**src/rtl/pwm_drv_if.sv**
```systemverilog
`default_nettype none
// ============================================================================
//  Module      : pwm_drv_if
//  Description : Duty-request and PWM-output bundle between the digital
//                control loop (master) and the PWM output stage (slave).
//  Revision    : 1.0 - initial release
// ============================================================================
interface pwm_drv_if;
  logic [13:0] duty;       // signed duty request
  logic        wrt_duty;   // one-cycle strobe, duty valid
  logic        CH_A;       // forward drive PWM
  logic        CH_B;       // reverse drive PWM
  logic        prd_strt;   // pulse in the cycle the period counter is 0
  logic [13:0] duty_actv;  // duty governing the current period

  modport master (
    output duty,
    output wrt_duty,
    input  CH_A,
    input  CH_B,
    input  prd_strt,
    input  duty_actv
  );

  modport slave (
    input  duty,
    input  wrt_duty,
    output CH_A,
    output CH_B,
    output prd_strt,
    output duty_actv
  );
endinterface
`default_nettype wire

```
**src/rtl/pwm_drv.sv**
```systemverilog
`default_nettype none
// ============================================================================
//  Module      : pwm_drv
//  Description : Complementary PWM output stage. Double-buffers the signed
//                duty word onto period boundaries, saturates its magnitude
//                and inserts a dead band whenever drive direction reverses.
//  Revision    : 1.0 - initial release
// ============================================================================
module pwm_drv #(
  parameter int CNT_W    = 13,  // period = 2^CNT_W clk cycles
  parameter int DEADTIME = 16   // dead band length in clk cycles
) (
  input  logic     clk,
  input  logic     rst,
  pwm_drv_if.slave bus
);

  typedef enum logic [1:0] {
    ST_OFF     = 2'd0,
    ST_DEAD    = 2'd1,
    ST_DRIVE_A = 2'd2,
    ST_DRIVE_B = 2'd3
  } state_t;

  typedef enum logic [1:0] {
    DIR_NONE = 2'd0,
    DIR_A    = 2'd1,
    DIR_B    = 2'd2
  } dir_t;

  localparam logic [CNT_W-1:0] CNT_LAST = {CNT_W{1'b1}};
  localparam logic [CNT_W-1:0] DEAD_CNT = CNT_W'(DEADTIME);

  // Drive direction implied by a signed duty word.
  function automatic dir_t dir_of(input logic [13:0] d);
    if (d == 14'd0)  dir_of = DIR_NONE;
    else if (d[13])  dir_of = DIR_B;
    else             dir_of = DIR_A;
  endfunction

  // |d| on 13 bits; the single unrepresentable value -8192 clamps to 8191.
  function automatic logic [12:0] mag_of(input logic [13:0] d);
    if (!d[13])              mag_of = d[12:0];
    else if (d == 14'h2000)  mag_of = 13'h1FFF;
    else                     mag_of = ~d[12:0] + 13'd1;
  endfunction

  logic [CNT_W-1:0] cnt;
  logic [13:0]      pending;
  logic [13:0]      duty_actv;
  logic             prd_strt;
  logic             ch_a;
  logic             ch_b;
  state_t           state;
  state_t           state_nxt;
  dir_t             last_dir;
  dir_t             last_dir_nxt;
  logic             ch_a_nxt;
  logic             ch_b_nxt;

  logic             period_end;
  logic [13:0]      duty_load;
  dir_t             new_dir;
  dir_t             cur_dir;
  logic [12:0]      mag;
  logic [CNT_W-1:0] on_cnt;
  logic             below_on;
  logic             in_dead;

  // A write landing on the last count bypasses pending so it is not lost.
  assign period_end = (cnt == CNT_LAST);
  assign duty_load  = bus.wrt_duty ? bus.duty : pending;
  assign new_dir    = dir_of(duty_load);
  assign cur_dir    = dir_of(duty_actv);
  assign mag        = mag_of(duty_actv);
  assign on_cnt     = mag[12 -: CNT_W];
  assign below_on   = (cnt < on_cnt);
  assign in_dead    = (cnt < DEAD_CNT);

  // Free-running period counter, duty double buffer and period-start pulse.
  always_ff @(posedge clk) begin
    if (rst) begin
      cnt       <= '0;
      pending   <= '0;
      duty_actv <= '0;
      prd_strt  <= 1'b0;
    end else begin
      cnt      <= cnt + CNT_W'(1);
      prd_strt <= period_end;
      if (bus.wrt_duty) pending <= bus.duty;
      if (period_end)   duty_actv <= duty_load;
    end
  end

  // Drive state, remembered direction and registered channel outputs.
  always_ff @(posedge clk) begin
    if (rst) begin
      state    <= ST_OFF;
      last_dir <= DIR_NONE;
      ch_a     <= 1'b0;
      ch_b     <= 1'b0;
    end else begin
      state    <= state_nxt;
      last_dir <= last_dir_nxt;
      ch_a     <= ch_a_nxt;
      ch_b     <= ch_b_nxt;
    end
  end

  // Channel levels for this count plus next state; each channel can only be
  // high in its own drive direction, so both can never be high together.
  always_comb begin
    state_nxt    = state;
    last_dir_nxt = last_dir;
    ch_a_nxt     = 1'b0;
    ch_b_nxt     = 1'b0;

    case (state)
      ST_DRIVE_A: ch_a_nxt = below_on;
      ST_DRIVE_B: ch_b_nxt = below_on;
      ST_DEAD: begin
        if (!in_dead) begin
          ch_a_nxt = below_on && (cur_dir == DIR_A);
          ch_b_nxt = below_on && (cur_dir == DIR_B);
        end
      end
      default: ;
    endcase

    // Dead band expires: hand over to the requested drive direction.
    if ((state == ST_DEAD) && (cnt == DEAD_CNT)) begin
      state_nxt    = (cur_dir == DIR_B) ? ST_DRIVE_B : ST_DRIVE_A;
      last_dir_nxt = cur_dir;
    end

    // Period boundary: the incoming duty decides the next period's mode.
    // last_dir survives OFF periods so a reversal through zero still waits.
    if (period_end) begin
      if (new_dir == DIR_NONE) begin
        state_nxt = ST_OFF;
      end else if ((last_dir_nxt != DIR_NONE) && (new_dir != last_dir_nxt)) begin
        state_nxt = ST_DEAD;
      end else begin
        state_nxt    = (new_dir == DIR_B) ? ST_DRIVE_B : ST_DRIVE_A;
        last_dir_nxt = new_dir;
      end
    end
  end

  assign bus.CH_A      = ch_a;
  assign bus.CH_B      = ch_b;
  assign bus.prd_strt  = prd_strt;
  assign bus.duty_actv = duty_actv;

endmodule
`default_nettype wire

```
**src/flat_wrapper.sv**
```systemverilog
// flat-port wrapper written by rule: the top's interface ports become plain ports
module pwm_drv_flat 
#(
  parameter int CNT_W    = 13,                                
  parameter int DEADTIME = 16                                    
)
  (clk, rst, bus_duty, bus_wrt_duty, bus_CH_A, bus_CH_B, bus_prd_strt, bus_duty_actv);
  pwm_drv_if bus_i ();
  input  logic clk;
  input  logic rst;
  input wire logic [$bits(bus_i.duty)-1:0] bus_duty;
  input wire logic [$bits(bus_i.wrt_duty)-1:0] bus_wrt_duty;
  output wire logic [$bits(bus_i.CH_A)-1:0] bus_CH_A;
  output wire logic [$bits(bus_i.CH_B)-1:0] bus_CH_B;
  output wire logic [$bits(bus_i.prd_strt)-1:0] bus_prd_strt;
  output wire logic [$bits(bus_i.duty_actv)-1:0] bus_duty_actv;
  assign bus_i.duty = bus_duty;
  assign bus_i.wrt_duty = bus_wrt_duty;
  assign bus_CH_A = bus_i.CH_A;
  assign bus_CH_B = bus_i.CH_B;
  assign bus_prd_strt = bus_i.prd_strt;
  assign bus_duty_actv = bus_i.duty_actv;
  pwm_drv #(.CNT_W(CNT_W), .DEADTIME(DEADTIME)) u_core (.clk(clk), .rst(rst), .bus(bus_i));
endmodule
```
**config.mk**
```make
export PLATFORM = sky130hd
export DESIGN_NAME = pwm_drv_flat
export DESIGN_NICKNAME = d
export VERILOG_FILES = /design/src/rtl/pwm_drv_if.sv /design/src/rtl/pwm_drv.sv /design/src/flat_wrapper.sv
export SDC_FILE = /design/constraint.sdc
export NUM_CORES = 1
export LEC_CHECK = 0
export BUFFER_PORTS_ARGS = -buffer_cell sky130_fd_sc_hd__buf_2
export CAP_MARGIN = 25
export CORE_UTILIZATION = 57
export CTS_CLUSTER_DIAMETER = 100
export DETAILED_ROUTE_END_ITERATION = 10
export PLACE_DENSITY = 0.79
export SLEW_MARGIN = 30
export SYNTH_ARGS = -nofsm -noshare
export SYNTH_HDL_FRONTEND = slang
export SYNTH_SLANG_ARGS = --single-unit
```
**constraint.sdc**
```tcl
create_clock -name clk -period 3.6 [get_ports clk]
set_clock_uncertainty 0.15 [all_clocks]
set_input_delay 0.36 -clock clk [delete_from_list [all_inputs] [get_ports clk]]
set_output_delay 0.36 -clock clk [all_outputs]
set_load 0.01 [all_outputs]
```
Yosys cells after proc, flatten, opt, wreduce, memory -nomap -nowiden
Cells that the tools add are included.

operators by class
  add/subtract/negate cells = 2
  order comparisons = 2
  equality and inequality tests = 10
  muxes and demuxes = 21
  bitwise operators = 1
  reduce and logical (&&, ||, !) cells = 9

operators with widths
  operator               number
  $logic_not 14->1       2
  $add 13x1->13 const B  2
  $mux 13                2
  $mux 2                 12
  $eq 14x14->1 const B   1
  $mux 14                1
  $eq 13x13->1 const B   1
  $eq 13x5->1 const B    1
  $lt 13x13->1           1
  $lt 13x5->1 const B    1
  $not 13->13            1
  $eq 2x2->1 const B     4
  $eq 2x1->1 const B     2
  $logic_and 1x1->1      4
  $mux 1                 4
  $pmux 1 s2             2
  $reduce_bool 2->1      2
  $logic_not 2->1        1
  $ne 2x2->1             1

word-level totals
  register bits = 48
  bits of input ports = 17
  word-level logic and storage cells = 53

Depth between registers and ports, before layout
Gate-level depths: netlist of the first run.

  depth in word-level cells = 8
  mapped depth = 13
  mapped depth without buffers = 13

Least setup slack after synthesis of the first run
No wires, ideal clock.

  path kind = reg2reg
  start point = register u_core.duty_actv[0], in the netlist u_core.bus.duty_actv[0]
  end point = register u_core.ch_a, in the netlist u_core.bus.CH_A
  library setup time = 72 ps
  arrival time = 3,010 ps
  data required time = 3,378 ps
  setup slack = 368 ps
  stages on the path, launching flop included = 13
  cells stage by stage = dfxtp_1 inv_1 ha_1 or4b_4 or2_1 nor4_4 nor2_1 ha_1 a21o_1 a21o_1 a211o_1 a211oi_2 nor3b_2

on the way
  word-level cells in the longest chain between the ends = 8

ends and longest elaborated chain
  element                   RTL line        RTL
  start: declaration        pwm_drv.sv:50   logic [13:0] duty_actv;
  start signal: assignment  pwm_drv.sv:91   if (period_end) duty_actv <= duty_load;
  $not 13->13               pwm_drv.sv:45   else mag_of = ~d[12:0] + 13'd1;
  $add 13x1->13             pwm_drv.sv:45
  $mux 13                   pwm_drv.sv:44   else if (d == 14'h2000) mag_of = 13'h1FFF;
  $mux 13                   pwm_drv.sv:43   if (!d[13]) mag_of = d[12:0];
  $lt 13x13->1              pwm_drv.sv:77   assign below_on = (cnt < on_cnt);
  $logic_and 1x1->1         pwm_drv.sv:123  ch_a_nxt = below_on && (cur_dir == DIR_A);
  $mux 1                    pwm_drv.sv:122  if (!in_dead) begin
  $pmux 1 s2 (*)            pwm_drv.sv:118  case (state)
  end signal: assignment    pwm_drv.sv:105  ch_a <= ch_a_nxt;
  end: declaration          pwm_drv.sv:52   logic ch_a;

Mark *: on every way between the ends. The rest lies on a longest branch, timed or not.
A chain may end at the register's enable or synchronous reset.

Final worst setup path of the first run
Same ends and word-level chain as after synthesis.

==> results of run 1 <==
==> metal layers <==
layer  vias up  global-route usage, %  wire [um]
met5         -                      0          0
met4         0                   6.89         41
met3         4                   5.59        164
met2        30                   39.0       2410
met1       954                   29.2       2340
li1       1083                      -          -
==> worst max-delay path: stages (launching register included) <==
cell and delay (ps):
dfxtp_1 350, inv_1 100, ha_1 170, or4b_4 500
or2_1 300, o31ai_1 270, xnor2_1 150, nor2_1 60
ha_1 290, a21o_1 180, a21o_1 160, a211o_1 290
a211oi_2 160, nor3b_2 180
==> power by group <==
part           total, mW  switching [mW]  leakage, nW  internal (mW)
clock              0.312           0.174       0.0414          0.138
sequential         0.551         0.00872        0.390          0.543
combinational     0.0670          0.0371        0.821         0.0300
==> placed cells by master (no fill, tap or decap), types with 3 or more instances in the layout <==
cell and n:
nor2_1 58, dfxtp_1 48, buf_2 33, ha_1 18
mux2i_1 16, a211oi_1 15, nand2_1 12, xnor2_1 11
o21ai_0 10, xor2_1 9, inv_1 8, nand3_1 8
nor4_1 6, a21oi_1 6, nand4_1 5, clkbuf_8 5
a21o_1 4, nor4_4 3, nor3_1 3, and4_1 3
and3_1 3, nor2b_1 3
==> kinds of logic after synthesis <==
family                     count (synthesis)
buffers and inverters                     20
AOI/OAI and AO/OA                         47
muxes                                     16
xor gates and xnor gates                  20
DFF                                       48
adders and majority gates                 18
and+or+nand+nor                          119
==> synth_stat cells (all sizes together) (5+ instances only) <==
master  instances  area share (%)
nor2           58             8.5
nand2          12             1.8
o21ai          12             2.4
nor4            9             3.6
nand3           8             1.6
mux2i          16             6.3
a211oi         16             4.9
dfxtp          48              38
inv             8             1.2
xnor2          11             3.8
xor2            9             3.1
a21oi           6             1.2
clkbuf         10             1.5
ha             18             8.8
nand4           5             1.2
==> metrics by stage <==
step	cells	total power [mW]	util (%)	hold WS, ps	area, sq um
finish	369	0.931	68.7	186	2850
global route	369	0.971	68.7	201	2850
detailed placement	361	0.631	66.5	312	2760
floorplan	288	0.609	-	288	2550
global placement	361	0.629	66.5	300	2760
CTS	369	0.944	68.7	179	2850
==> state kept, by name, summed over array words and instances (netlist names) <==
| register | flops |
|---|---|
| u_core.bus.CH_A | 1 |
| u_core.bus.CH_B | 1 |
| u_core.bus.duty_actv | 14 |
| u_core.bus.prd_strt | 1 |
| u_core.cnt | 13 |
| u_core.last_dir | 2 |
| u_core.pending | 14 |
| u_core.state | 2 |
==> worst max-delay path by stage <==
| stage | slack (ps) | from | cells past startpoint | end |
|---|---|---|---|---|
| floorplan | 370 | u_core.bus.duty_actv[0] | 12 | u_core.bus.CH_A |
| global placement | 310 | u_core.bus.duty_actv[0] | 13 | u_core.bus.CH_A |
| detailed placement | 200 | u_core.bus.duty_actv[0] | 13 | u_core.bus.CH_A |
| CTS | 170 | u_core.bus.duty_actv[0] | 13 | u_core.bus.CH_A |
| global route | 40 | u_core.bus.duty_actv[0] | 13 | u_core.bus.CH_A |
| finish | 210 | u_core.bus.duty_actv[0] | 13 | u_core.bus.CH_A |
==> area by class of cell <==
class                           instances  share of cell area (%)
Multi-Input combinational cell        220                    53.5
Sequential cell                        48                    33.8
Timing Repair Buffer                   35                    6.33
Clock buffer                            6                    2.55
Tap cell                               50                    2.20
Inverter                                8                    1.06
Clock inverter                          2                   0.572
==> flow_summary_export.csv, run 1 <==
group,metric,value,unit
layout,regArea,961,sq um
synth,yosys-mux-area-fraction,6.28,%
min_path,hold_end,"u_core.pending[3]",
synth,syn-instance-count,288,
floorplan,dieArea,0.00475,sq mm
routing,vias,2071,
pwr,power.density,327,mW/mm^2
cts,insertion_delay,300,ps
cts,path_clk_slew,90,ps
synth,synthAdderAreaFrac,8.83,%
layout,layout.nets,353,
floorplan,ios,34,
synth,avgSynthCellArea,8.85,sq um
synth,yosysWarnings,0,
floorplan,rows,23,
timing,finalSetupTns,0,ps
floorplan,core,0.00414,sq mm
cts,cts_setup_buffers,0,
layout,nFillCells,339,
place,io_buffers,33,
layout,drive_above_1_share,16.0,%
layout,area_growth,11.6,%
pwr,max-vdd-ir-drop,0.000267,V
global_route,grt_max_degree,49,
cts,ctsRootBufferMaster,"clkbuf_8",
setup_path,cp-end-kind,"flop",
synth,syn_area,0.00255,sq mm
floorplan,die_height,68.9,um
min_path,hold_depth,3,
synth,ys_seq_area_share,37.7,%
synth,ys_async_sr_fraction,0,%
setup_path,cp.arrival,3470,ps
job,maxCapViolations,0,
timing,rsz0062_at_grt,"false",
run_status,status,"completed",
setup_path,crit_type,"flop to flop",
floorplan,start_util,61.5,%
timing,setup_viol,0,
min_path,min_path_type,"input pin to flop",
synth,synth_top_family_by_area,"simple AND/OR/NAND/NOR gates",
global_route,track_usage,23.2,%
timing,final_hold_viol_count,0,
synth,synthFlopType,"dfxtp_1",
routing,final_antenna_net_count,0,
global_route,grt_pass1_vias,1840,
global_route,antenna_found_initial,0,
synth,synthDistinctLibCells,44,
place,gp_congestion,0.839,
synth,synthSimpleGateAreaFrac,24.7,%
routing,wl,4960,um
synth,synth-seq-cells,48,
timing,relSlewSlack,44.3,%
setup_path,ff2ff_path_depth,13,
global_route,globalRouteOverflowTotal,0,
timing,max_freq,295,MHz
cts,cts_tree,"built",
place,pre_cts_ws,203,ps
routing,first_pass_iters,4,
setup_path,reg2reg_setup_slack,210,ps
synth,synth_edf_count,0,
timing,fin_crit_sh,94.2,%
floorplan,die_w,68.9,um
setup_path,r2r-end,"u_core.bus.CH_A",
synth,synth_compound_area_share,12.7,%
routing,wire_per_inst,13.4,um
global_route,grt_pass1_wl,8180,um
setup_path,worstPathRequired,3680,ps
layout,antenna_cells,0,
timing,slew_viol_final,0,
layout,multi_input_area,0.00152,sq mm
timing,post-route-min-period,3390,ps
routing,via_per_inst,5.61,
cts,ctsResizeCount,0,
routing,drcViolationCount,0,
cts,htreeDepth,2,
cts,cts_buffers,5,
min_path,hp-start,"bus_duty[3]",
setup_path,reg2reg_from,"u_core.bus.duty_actv[0]",
timing,worst_pin_slew,835,ps
timing,worst_slack,209,ps
setup_path,worstPathMaxFanout,5,
cts,clk_path_buf_depth,2,
synth,synth_fp_nets,323,
setup_path,start_kind,"flop",
routing,first_iter_violations,82,
synth,synth-xor-area-share,6.87,%
cts,cts_hold_buffers,0,
place,post-dp-hpwl,3750,um
cts,cts.sinks,48,
pwr,cellLeakagePower,1.25,nW
Power figures use the tool's default switching activity.
==> inputs of run 2 (changes only) <==
Settings changed: CORE_ASPECT_RATIO set to 1.75.
==> run 2 against run 1 <==
Compared with the run above:
- global-route usage up 0.92 points
- count of clock-buffer cells in the layout unchanged
- final cell count down 0.27%
- design area up 1.4%
- largest power group unchanged
- highest routed layer unchanged
==> flow_summary_export.csv, run 2 (synthesized netlist as in run 1, its figures left out) <==
group,metric,value,unit
timing,post-route-min-period,3340,ps
pwr,power.density,356,mW/mm^2
timing,rsz0062_at_grt,"false",
routing,first_pass_iters,4,
min_path,min_path_type,"input pin to flop",
timing,finalSetupTns,0,ps
floorplan,start_util,60.3,%
cts,cts_setup_buffers,0,
timing,worst_pin_slew,836,ps
layout,antenna_cells,0,
cts,cts.sinks,48,
routing,via_per_inst,5.68,
cts,path_clk_slew,90,ps
timing,worst_slack,262,ps
cts,cts_tree,"built",
setup_path,reg2reg_setup_slack,260,ps
layout,layout.nets,353,
pwr,fin_total_pwr,1.03,mW
routing,vias,2092,
global_route,grt_pass1_vias,2019,
timing,relSlewSlack,44.3,%
cts,ctsRootBufferMaster,"clkbuf_8",
place,gp_congestion,0.818,
setup_path,worstPathMaxFanout,5,
floorplan,die_height,90.5,um
run_status,status,"completed",
timing,final_hold_viol_count,0,
place,pre_cts_ws,201,ps
setup_path,start_kind,"flop",
cts,htreeDepth,2,
timing,setup_viol,0,
setup_path,worstPathRequired,3690,ps
layout,nFillCells,344,
routing,wire_per_inst,14.0,um
global_route,antenna_found_initial,0,
routing,wl,5140,um
pwr,max-vdd-ir-drop,0.000264,V
timing,max_freq,300,MHz
floorplan,core,0.00423,sq mm
floorplan,rows,31,
cts,insertion_delay,300,ps
routing,drcViolationCount,0,
setup_path,cp.arrival,3430,ps
place,io_buffers,33,
floorplan,dieArea,0.00476,sq mm
cts,cts_buffers,5,
timing,slew_viol_final,0,
global_route,grt_max_degree,49,
global_route,track_usage,24.1,%
global_route,globalRouteOverflowTotal,0,
routing,final_antenna_net_count,0,
floorplan,die_w,52.6,um
layout,layout_commonest_cell,"nor2_1",
layout,area_growth,13.1,%
place,post-dp-hpwl,3850,um
timing,whs,184,ps
layout,design_area,0.00288,sq mm
timing,fin_crit_sh,92.7,%
job,maxCapViolations,0,
cts,clk_path_buf_depth,2,
layout,reg_top3,"u_core.bus.duty_actv x14, u_core.pending x14, u_core.cnt x13",
layout,layout_common_cells,"nor2_1, dfxtp_1, buf_2, ha_1, mux2i_1",
layout,drive_above_1_share,16.9,%
setup_path,crit_type,"flop to flop",
routing,first_iter_violations,38,
pwr,cellLeakagePower,1.27,nW
setup_path,cp-end-kind,"flop",
floorplan,ios,34,
place,placed_area,0.00276,sq mm
global_route,grt_pass1_wl,8690,um
## run 2: cell count changes in the layout (fill, tap and decap cells not counted)
cell	change
bufinv_16	+1
clkbuf_1	-1
clkbuf_8	+1
clkinvlp_4	-1
o31ai_1	-1
o31ai_2	+1
or2_1	-1
or2_4	+1
## run 2: what timing repair did
action                                  in CTS  in global routing
resized for setup                            0                  2
endpoints found under the setup margin       0                  2
hold buffers                                 0                  0
## run 2: layout make-up
cell class / instances / area (sq um) / share of cell area (%)
clock inverter: 2 / 38.8 / 1.34
tap: 49 / 61.3 / 2.13
multi-input combinational: 220 / 1530 / 53.1
clock buffer: 6 / 82.6 / 2.86
timing repair buffer: 35 / 180 / 6.25
sequential: 48 / 961 / 33.3
inverter: 8 / 30.0 / 1.04
## run 2: per-layer routing
layer / part of all wire (%) / global-route usage, % / routed length, um / up-vias
met5: 0 / 0 / 0 / -
met3: 2.9 / 4.55 / 148 / 14
met1: 41 / 25.1 / 2080 / 962
met4: 3.7 / 12.5 / 188 / 0
li1: - / - / - / 1082
met2: 53 / 43.0 / 2720 / 34
## run 2: report_power, final
| group | switching (mW) | internal, mW | total, mW | leakage (nW) |
|---|---|---|---|---|
| Sequential | 0.00917 | 0.543 | 0.552 | 0.390 |
| Clock | 0.181 | 0.227 | 0.408 | 0.0614 |
| Combinational | 0.0372 | 0.0298 | 0.0669 | 0.814 |
| Total | 0.227 | 0.800 | 1.03 | 1.27 |
## run 2: metrics by stage
step           std cells  util [%]
4_1_cts              368      68.0
2_1_floorplan        288         -
3_3_place_gp         360      65.2
3_5_place_dp         360      65.2
6_report             368      68.2
5_1_grt              368      68.2
## run 2: worst paths after layout
check                 endpoint               startpoint  cells past startpoint
max reg2reg    u_core.bus.CH_A  u_core.bus.duty_actv[0]                     13
max            u_core.bus.CH_A  u_core.bus.duty_actv[0]                     13
min          u_core.pending[5]              bus_duty[5]                      3
min reg2reg    u_core.state[0]       u_core.last_dir[1]                      2
## run 2: critical path: stages, from the launching register on
cell	delay [ps]
dfxtp_1	350
inv_1	90
ha_1	180
or4b_4	510
or2_4	280
o31ai_2	210
xnor2_1	150
nor2_1	60
ha_1	290
a21o_1	180
a21o_1	170
a211o_1	300
a211oi_2	180
nor3b_2	180
